<file path="src/rtl/riscv_pkg.sv">
// ---------------------------------------------------------------------------
// riscv_pkg
// Shared type definitions for the pipeline's memory-side blocks.
//   arbStateT : sequencing states of the memory port arbiter
//   ownerT    : which pipeline port owns the access currently in flight
// ---------------------------------------------------------------------------
package riscv_pkg;

    typedef enum logic [1:0] {
        IDLE = 2'd0,
        BUSY = 2'd1,
        RESP = 2'd2
    } arbStateT;

    typedef enum logic {
        OWN_I = 1'b0,
        OWN_D = 1'b1
    } ownerT;

endpackage

</file>
<file path="src/rtl/starve_counter.sv">
// ---------------------------------------------------------------------------
// starve_counter
// Saturating counter of data-port grants made while the fetch port waits.
// Ports:
//   clk          in   system clock, rising edge
//   rst          in   asynchronous active-high reset (count -> 0)
//   inc          in   count one more grant (ignored once saturated)
//   clr          in   clear to zero (has priority over inc)
//   limitReached out  count has reached STARVE_LIMIT
// ---------------------------------------------------------------------------
module starve_counter #(
    parameter int STARVE_LIMIT = 4,
    parameter int CNT_W        = (STARVE_LIMIT < 1) ? 1 : $clog2(STARVE_LIMIT + 1)
) (
    input  logic clk,
    input  logic rst,
    input  logic inc,
    input  logic clr,
    output logic limitReached
);

    logic [CNT_W-1:0] count;

    // NOTE: sequential state uses non-blocking assignments so every flop
    // samples the pre-edge value of its inputs, independent of block order.
    always_ff @(posedge clk or posedge rst) begin
        if (rst) begin
            count <= '0;
        end else if (clr) begin
            count <= '0;
        end else if (inc && !limitReached) begin
            count <= count + CNT_W'(1);
        end
    end

    assign limitReached = (count == CNT_W'(STARVE_LIMIT));

endmodule

</file>
<file path="src/rtl/mem_port_arbiter.sv">
// ---------------------------------------------------------------------------
// mem_port_arbiter
// Shares one single-port unified memory between the fetch stage (I-port)
// and the memory stage (D-port). Each access is sequenced IDLE -> BUSY ->
// RESP; BUSY lasts until mem_ready. The data port wins by default, but after
// STARVE_LIMIT consecutive data grants while a fetch waits, the fetch wins.
// Ports:
//   clk, rst                      clock, asynchronous active-high reset
//   i_req/i_addr                  fetch request, held until i_done
//   i_rdata/i_done                fetched word (registered) + 1-cycle pulse
//   d_req/d_we/d_addr/d_wdata     load/store request, held until d_done
//   d_rdata/d_done                load data (registered) + 1-cycle pulse
//   mem_req/mem_we/mem_addr/mem_wdata  memory command, valid in BUSY only
//   mem_rdata/mem_ready           memory response, sampled in BUSY only
//   stall_i/stall_d               request pending and not completing now
// ---------------------------------------------------------------------------
module mem_port_arbiter
    import riscv_pkg::*;
#(
    parameter int AW           = 32,
    parameter int DW           = 32,
    parameter int STARVE_LIMIT = 4
) (
    input  logic          clk,
    input  logic          rst,
    input  logic          i_req,
    input  logic [AW-1:0] i_addr,
    output logic [DW-1:0] i_rdata,
    output logic          i_done,
    input  logic          d_req,
    input  logic          d_we,
    input  logic [AW-1:0] d_addr,
    input  logic [DW-1:0] d_wdata,
    output logic [DW-1:0] d_rdata,
    output logic          d_done,
    output logic          mem_req,
    output logic          mem_we,
    output logic [AW-1:0] mem_addr,
    output logic [DW-1:0] mem_wdata,
    input  logic [DW-1:0] mem_rdata,
    input  logic          mem_ready,
    output logic          stall_i,
    output logic          stall_d
);

    arbStateT      state;
    arbStateT      nextState;
    ownerT         ownerQ;
    logic [AW-1:0] addrQ;
    logic          weQ;
    logic [DW-1:0] wdataQ;
    logic          grantD;
    logic          grantI;
    logic          starveLimit;

    // Grants are only made from IDLE. A saturated starvation count hands the
    // slot to a waiting fetch even when the data port is also requesting.
    assign grantD = (state == IDLE) && d_req && !(i_req && starveLimit);
    assign grantI = (state == IDLE) && i_req && !grantD;

    starve_counter #(
        .STARVE_LIMIT (STARVE_LIMIT)
    ) uStarveCounter (
        .clk          (clk),
        .rst          (rst),
        .inc          (grantD && i_req),
        .clr          (grantI),
        .limitReached (starveLimit)
    );

    // State register
    always_ff @(posedge clk or posedge rst) begin
        if (rst) begin
            state <= IDLE;
        end else begin
            state <= nextState;
        end
    end

    // Next-state logic
    // NOTE: every combinational output gets a default before the case so no
    // path leaves it unassigned, which would otherwise infer a latch.
    always_comb begin
        nextState = state;
        case (state)
            IDLE:    if (grantD || grantI) nextState = BUSY;
            BUSY:    if (mem_ready)        nextState = RESP;
            RESP:                          nextState = IDLE;
            default:                       nextState = IDLE;
        endcase
    end

    // Output logic: the memory command is only driven while BUSY, and the
    // owner's done pulse is exactly the single RESP cycle.
    always_comb begin
        mem_req   = 1'b0;
        mem_we    = 1'b0;
        mem_addr  = '0;
        mem_wdata = '0;
        i_done    = 1'b0;
        d_done    = 1'b0;
        case (state)
            BUSY: begin
                mem_req   = 1'b1;
                mem_we    = weQ;
                mem_addr  = addrQ;
                mem_wdata = wdataQ;
            end
            RESP: begin
                i_done = (ownerQ == OWN_I);
                d_done = (ownerQ == OWN_D);
            end
            default: ;
        endcase
    end

    // Access latch and response capture. The requester may drop its request
    // during BUSY; the latched command keeps the access going to completion.
    // NOTE: every register here is reset, including the rdata holding
    // registers, because their values are directly visible on the ports.
    always_ff @(posedge clk or posedge rst) begin
        if (rst) begin
            ownerQ  <= OWN_I;
            addrQ   <= '0;
            weQ     <= 1'b0;
            wdataQ  <= '0;
            i_rdata <= '0;
            d_rdata <= '0;
        end else begin
            if (grantD) begin
                ownerQ <= OWN_D;
                addrQ  <= d_addr;
                weQ    <= d_we;
                wdataQ <= d_wdata;
            end else if (grantI) begin
                ownerQ <= OWN_I;
                addrQ  <= i_addr;
                weQ    <= 1'b0;
                wdataQ <= '0;
            end

            if (state == BUSY && mem_ready) begin
                if (ownerQ == OWN_I) begin
                    i_rdata <= mem_rdata;
                end else if (!weQ) begin
                    d_rdata <= mem_rdata;
                end
            end
        end
    end

    assign stall_i = i_req & ~i_done;
    assign stall_d = d_req & ~d_done;

endmodule

</file>
<file path="config.mk">
export PLATFORM = sky130hd
export DESIGN_NAME = mem_port_arbiter
export DESIGN_NICKNAME = d
export VERILOG_FILES = /design/src/rtl/riscv_pkg.sv /design/src/rtl/starve_counter.sv /design/src/rtl/mem_port_arbiter.sv
export SDC_FILE = /design/constraint.sdc
export NUM_CORES = 1
export LEC_CHECK = 0
export CORE_UTILIZATION = 47
export CTS_BUF_LIST = sky130_fd_sc_hd__clkbuf_4 sky130_fd_sc_hd__clkbuf_8
export DETAILED_ROUTE_END_ITERATION = 16
export HOLD_SLACK_MARGIN = 0.03
export PLACE_DENSITY = 0.9
export SETUP_SLACK_MARGIN = 0.2
export SYNTH_ARGS = -nofsm -noshare
export SYNTH_HDL_FRONTEND = slang
export SYNTH_SLANG_ARGS = --single-unit
</file>
<file path="constraint.sdc">
create_clock -name clk -period 7.8 [get_ports clk]
set_input_delay 2.34 -clock clk [delete_from_list [all_inputs] [get_ports clk]]
set_output_delay 2.34 -clock clk [all_outputs]
set_load 0.02 [all_outputs]
</file>
==> metrics, run 1 <==
grt ovf=0; vias in the first global route=about 4.8k; Cell Pwr Density=417 mW/mm^2; largest net degree at the start of global routing=74; arrival time at the worst endpoint=around 3800 ps; post-CTS setup buffer count=0; Post-Synth Adder-Cell Area=0.00410; Synth cell types=35; Fin Hold WS=around 500 ps; # H-tree levels=4; Slew @ Worst Pin=1230 ps; layout cells sized above 1=0.157; mux cell area share after synthesis=0.155; 1st-pass router iterations=4; Initial Utilization=0.484; Cell Area, Synth=approximately 0.006 mm^2; Hold Crit Class=reg -> reg; hold violation count in the final report=0; FFs w/ async S/R, synth=1.00; final period utilization=0.784; Diodes inserted=0; PostCTS Resize Cnt=0; sequential share of the synthesized area=0.553; Die Ht=~120 um; register area=0.00338 mm^2; Clock transition at path regs=about 80 ps; maximum vdd drop=around 180 uV; Clock power frac=0.169; # fillers=just over 800; Psw=1.38 mW; DRC errors left=0; Synth Area in Compound Gates=0.149; clock buffer depth=2; RSZ-0062 raised after global routing=no; register share of total power=0.321; # port buffers=between 200 and 300; Fin Setup TNS=0 ps; top cell type's share of synthesized area=0.553; First DRT Iteration DRCs=a little under 400; full die area=between 0.01 and 0.015 mm^2; clock net sink count=between 100 and 150; gr usage total=0.257; critical path fanouts, max=7; Hold Buf Count CTS=0; leakage=3.92 nW; Clock Latency Late Sink=roughly 440 ps; synth-to-layout area growth=50.4%; dominant synthesized flop cell=dfrtp_1; crit start category=primary input; first-pass GRT wire length=25900 um; crit path capture type=output port; IO Count=268; routed wire length=17000 um; # rows=between 40 and 50; Yosys warnings=0; Power Internal=between 2 and 2.5 mW; WP data required=about 5500 ps; fmax=0.164 GHz; combinational share of power=0.510; max_cap viols=0; kind of critical path=in -> out; CTS tree=built; largest family of logic cells by synthesized area=multiplexers; Synth Instances=428; synth top area cells=dfrtp_1 (55%), mux2_4 (15%), and2_1 (6.8%), a221o_1 (5.2%), a22o_1 (4.7%); Finish-stage setup viols=0; detailed placement HPWL=between 10000 and 15000 um; Synth Area in Simple Gates=0.0894; xor and xnor area share after synthesis=0; initial antenna violation count=0; total CTS buffers=17; die span in x=about 120 um; Routed Antenna Nets=0; skew final=15.8 ps; sw frac=0.361; leading area contributor after synthesis=dfrtp_1; number of enable flip-flop cells after synthesis=0; #FFs+latches synth=approximately 140; syn_nets=564; Final #Nets=817; area of the multi-input gates=0.00243 mm^2; DR WL/cell=around 20 um; GP Congestion=approximately 0.73; CTS Root Cell=clkbuf_8; Max Transition Viols Final=0; via count=~4.6k; Syn Area/Cell=14.3 um^2; core region area=around 0.013 mm^2; Worst slew margin=0.179; status=completed; Final min period=6110 ps; vias per cell=roughly 5.3
==> registers in the layout, summed over array words and instances, names as in the netlist <==
signal                count
uStarveCounter.count      3
ownerQ                    1
state                     2
weQ                       1
d_rdata                  32
wdataQ                   32
addrQ                    32
i_rdata                  32
==> through the flow <==
step | utilization | std cells | setup WS [ps] | power (mW) | cell area [um^2]
after floorplan | - | 428 | 1850 | 2.38 | 6100
after global placement | 0.692 | 834 | 1720 | 3.10 | 8730
after detailed placement | 0.692 | 834 | 1710 | 3.18 | 8730
after CTS | 0.728 | 866 | 1690 | 3.86 | 9180
after global routing | 0.728 | 866 | 1650 | 4.03 | 9180
final | 0.728 | 866 | 1690 | 3.83 | 9180
==> metal layers <==
metal  global-route usage  vias up  part of all wire
met3               0.0748       38             0.081
li1                     -     2059                 -
met4                0.119        0             0.028
met5                    0        -                 0
met2                0.423      232              0.49
met1                0.313     2243              0.40
==> worst max-delay path, stage by stage <==
cell             delay (ps)
clkdlybuf4s50_1         600
nor2b_1                 190
clkdlybuf4s50_1         640
==> area by class of cell <==
cell class,instances,area share
well taps,172,0.0234
repair buffers,269,0.293
clock inverters,9,0.0149
multi-input cells,254,0.265
clock buffers,23,0.0345
inverters,4,0.00191
flip-flops and latches,135,0.368
==> worst paths after layout <==
| check | from | to | slack, ps | cells after the start |
|---|---|---|---|---|
| min reg2reg | wdataQ[19]$_DFFE_PP0P_ | wdataQ[19]$_DFFE_PP0P_ | 500 | 1 |
| max | i_req | stall_i | 1690 | 3 |
| min in group asynchronous | rst | wdataQ[13]$_DFFE_PP0P_ | 2400 | 2 |
| max in group asynchronous | rst | d_rdata[4]$_DFFE_PP0P_ | 3980 | 3 |
| max reg2reg | state[0]$_DFFE_PP0P_ | wdataQ[13]$_DFFE_PP0P_ | 4670 | 3 |
| min | wdataQ[19]$_DFFE_PP0P_ | wdataQ[19]$_DFFE_PP0P_ | 500 | 1 |
==> synthesized netlist by cell type, drive strengths merged (4+ instances only) <==
cell and number:
mux2 64, dfrtp 135, a21boi 32, a22o 33, clkbuf 13, a221o 32, nand2 5, inv 4
and2 66, buf 22
==> cell families (layout without fill, tap and decap cells) <==
family,count (synthesis),count (layout)
compound gates,104,104
fa+ha+maj,2,2
buf+inv,39,305
flops,135,135
mux,64,64
simple gates,84,84
==> placed cells by master (no fill, tap or decap), drive strengths merged, types with 2 or more instances in the layout <==
cell           Yosys  routed
a21boi            32      32
a21oi              2       2
a221o             32      32
a22o              33      33
and2              66      66
buf               22       2
bufinv             0       3
clkbuf            13      23
clkdlybuf4s50      0     267
clkinv             0       2
clkinvlp           0       2
dfrtp            135     135
ha                 2       2
inv                4       6
mux2              64      64
nand2              5       5
nor2b              2       2
nor3b              2       2
==> power by group through the flow <==
stage | sequential (mW) | combinational, mW | clock (mW)
final | 1.23 | 1.95 | 0.647
after global routing | 1.27 | 2.07 | 0.691
after CTS | 1.23 | 1.97 | 0.660
after detailed placement | 1.23 | 1.95 | 0
after global placement | 1.21 | 1.89 | 0
after floorplan | 1.39 | 0.985 | 0
(Power assumes the default switching activity.)
==> run 2: changes to the inputs <==
--- a/config.mk
+++ b/config.mk
@@ -5,11 +5,11 @@
 export SDC_FILE = /design/constraint.sdc
 export NUM_CORES = 1
 export LEC_CHECK = 0
-export CORE_UTILIZATION = 47
+export CORE_UTILIZATION = 39
 export CTS_BUF_LIST = sky130_fd_sc_hd__clkbuf_4 sky130_fd_sc_hd__clkbuf_8
 export DETAILED_ROUTE_END_ITERATION = 16
 export HOLD_SLACK_MARGIN = 0.03
-export PLACE_DENSITY = 0.9
+export PLACE_DENSITY = 0.8
 export SETUP_SLACK_MARGIN = 0.2
 export SYNTH_ARGS = -nofsm -noshare
 export SYNTH_HDL_FRONTEND = slang
==> constraint.sdc (replaced) <==
create_clock -name clk -period 5.5 [get_ports clk]
set_input_delay 1.65 -clock clk [delete_from_list [all_inputs] [get_ports clk]]
set_output_delay 1.65 -clock clk [all_outputs]
set_load 0.02 [all_outputs]
==> run 2 against run 1 <==
Net effect: global-route usage down 5.0 points; routed wire length down 4.3%; sequential share of layout area down 0.43 points; register-to-register slack worse by 2300 ps.
==> metrics, run 2 (synthesis gave the netlist of run 1 again) <==
Hold Crit Class=reg -> reg; # fillers=1180 (+43%); fmax=roughly 0.21 GHz; Worst slew margin=0.136 (-0.0430); WP data required=3850 ps (-1610 ps); vias in the first global route=4733 (-1.0%); CTS Root Cell=clkbuf_8; PostCTS Resize Cnt=0 (unchanged); layout cells sized above 1=0.158 (+0.00121); grt ovf=0 (unchanged); IO Count=268 (unchanged); core region area=0.0153 mm^2 (+21%); total CTS buffers=17 (unchanged); Cell Pwr Density=590 mW/mm^2 (+41%); Final min period=~4700 ps; DR WL/cell=18.0 um (-8.6%); final setup margin=790 ps (-896 ps); synth-to-layout area growth=52.2%; critical-path cell list=clkdlybuf4s50_1 > nor2b_1 > clkdlybuf4s50_1; hold violation count in the final report=0 (unchanged); Initial Utilization=0.400 (-0.0837); First DRT Iteration DRCs=277 (-29%); FF-to-FF setup slack=2330 ps (-2340 ps); crit path capture type=output port; Final #Nets=819 (+0.24%); # rows=45 (+9.8%); vias per cell=5.08 (-3.8%); status=completed; largest net degree at the start of global routing=78 (+5.4%); Die Ht=127 um (+9.6%); Diodes inserted=0 (unchanged); Worst path max stage delay=620 ps (-20 ps); full die area=0.0162 mm^2 (+20%); initial antenna violation count=0 (unchanged); DP Worst Slack=794 ps (-919 ps); critical path fanouts, max=6 (-1); leading cell type in the layout, fill and taps excluded=clkdlybuf4s50_1; Finish-stage setup viols=0 (unchanged); first-pass GRT wire length=25900 um (about the same); crit path max-delay cell type=clkdlybuf4s50_1; Clock Latency Late Sink=440 ps (about the same); arrival time at the worst endpoint=3060 ps (-710 ps); die span in x=127 um (+9.6%); CTS tree=built; routed wire length=16300 um (-4.3%); Top cell by count, worst path=clkdlybuf4s50_1; hold path start=wdataQ[11]$_DFFE_PP0P_; Slew @ Worst Pin=1300 ps (+65.9 ps); skew final=10.6 ps (-5.14 ps); hold path endpoint=wdataQ[11]$_DFFE_PP0P_; detailed placement HPWL=11100 um (-3.4%); Routed Antenna Nets=0 (unchanged); Layout Utilization=0.609 (-0.119); leakage=3.95 nW (+0.70%); RSZ-0062 raised after global routing=no; via count=4600 (+0.61%); Reg-to-Reg Start=state[0]$_DFFE_PP0P_; Max Transition Viols Final=0 (unchanged); # port buffers=267 (unchanged); # H-tree levels=4 (unchanged); most frequent cells in the layout=clkdlybuf4s50_1 (267), dfrtp_1 (135), and2_1 (66); max_cap viols=0 (unchanged); final period utilization=0.856; maximum vdd drop=261 uV (+43%); post-CTS setup buffer count=0 (unchanged); RR Endpoint=wdataQ[26]$_DFFE_PP0P_; kind of critical path=in -> out; Worst Reg2Reg Path Length in Cells=3 (unchanged); Hold Path Depth=1 (unchanged); 1st-pass router iterations=4 (unchanged); Hold Buf Count CTS=0 (unchanged); crit start category=primary input; Fin Setup TNS=0 ps (unchanged); gr usage total=0.207 (-0.0500); GP Congestion=0.741 (+1.1%); DRC errors left=0 (unchanged); clock net sink count=135 (unchanged); Clock transition at path regs=80 ps (about the same); clock buffer depth=2 (unchanged)
[run 2: cell count changes in the layout (fill, tap and decap cells not counted)]
| cell | change |
|---|---|
| buf_12 | +1 |
| buf_4 | +1 |
| bufinv_16 | +3 |
| clkbuf_8 | -4 |
| clkinv_2 | +1 |
| inv_6 | -1 |
[run 2: layer usage]
layer  vias to the layer above  share of wire  wire length [um]  track usage
met4                         0          0.020               327       0.0812
met3                        25          0.067              1090       0.0574
li1                       2059              -                 -            -
met5                         -              0                 0            0
met2                       209           0.49              8030        0.340
met1                      2307           0.42              6820        0.261
[run 2: cell type report]
class | instances | area [um^2] | area share
sequential | 135 | 3380 | 0.364
timing repair buffer | 271 | 2720 | 0.292
multi-input combinational | 254 | 2430 | 0.262
tap | 211 | 264 | 0.0284
clock buffer | 19 | 262 | 0.0282
clock inverter | 12 | 223 | 0.0240
inverter | 4 | 17.5 | 0.00189
[run 2: worst max-delay path by stage]
stage          slack [ps]                    to  cells after the start   from
5_1_grt               730               stall_i                      3  i_req
3_5_place_dp          790               stall_d                      3  d_req
6_report              790               stall_d                      3  d_req
3_3_place_gp          800               stall_d                      3  d_req
4_1_cts               780               stall_d                      3  d_req
2_1_floorplan         240  addrQ[0]$_DFFE_PP0P_                      1    rst
[run 2: per-stage QoR]
step                      cells  power [mW]  hold slack, ps  instance area (um^2)
final                       906        5.48             502                  9290
after global routing        906        5.77             519                  9290
after CTS                   906        5.52             505                  9290
after detailed placement    875        4.49             485                  8800
after global placement      875        4.41             479                  8800
after floorplan             428        3.37             464                  6100
[run 2: worst max-delay path, delay by kind of cell]
family / cells / cell delay (ps)
and+or+nand+nor: 1 / 180
buffers and inverters: 2 / 1230
[run 2: report_power, final]
| group | internal (mW) | leakage, nW | switching (mW) |
|---|---|---|---|
| Combinational | 1.48 | 2.06 | 1.26 |
| Sequential | 1.46 | 1.66 | 0.275 |
| Clock | 0.608 | 0.238 | 0.395 |
| Total | 3.55 | 3.95 | 1.93 |
==> run 3: changes to the inputs <==
--- a/config.mk
+++ b/config.mk
@@ -7,6 +7,7 @@
 export LEC_CHECK = 0
 export CORE_UTILIZATION = 39
 export CTS_BUF_LIST = sky130_fd_sc_hd__clkbuf_4 sky130_fd_sc_hd__clkbuf_8
+export CTS_CLUSTER_DIAMETER = 60
 export DETAILED_ROUTE_END_ITERATION = 16
 export HOLD_SLACK_MARGIN = 0.03
 export PLACE_DENSITY = 0.8
==> results of run 3 <==
Same layout as run 2: the final DEF is identical, and so are final timing and power.
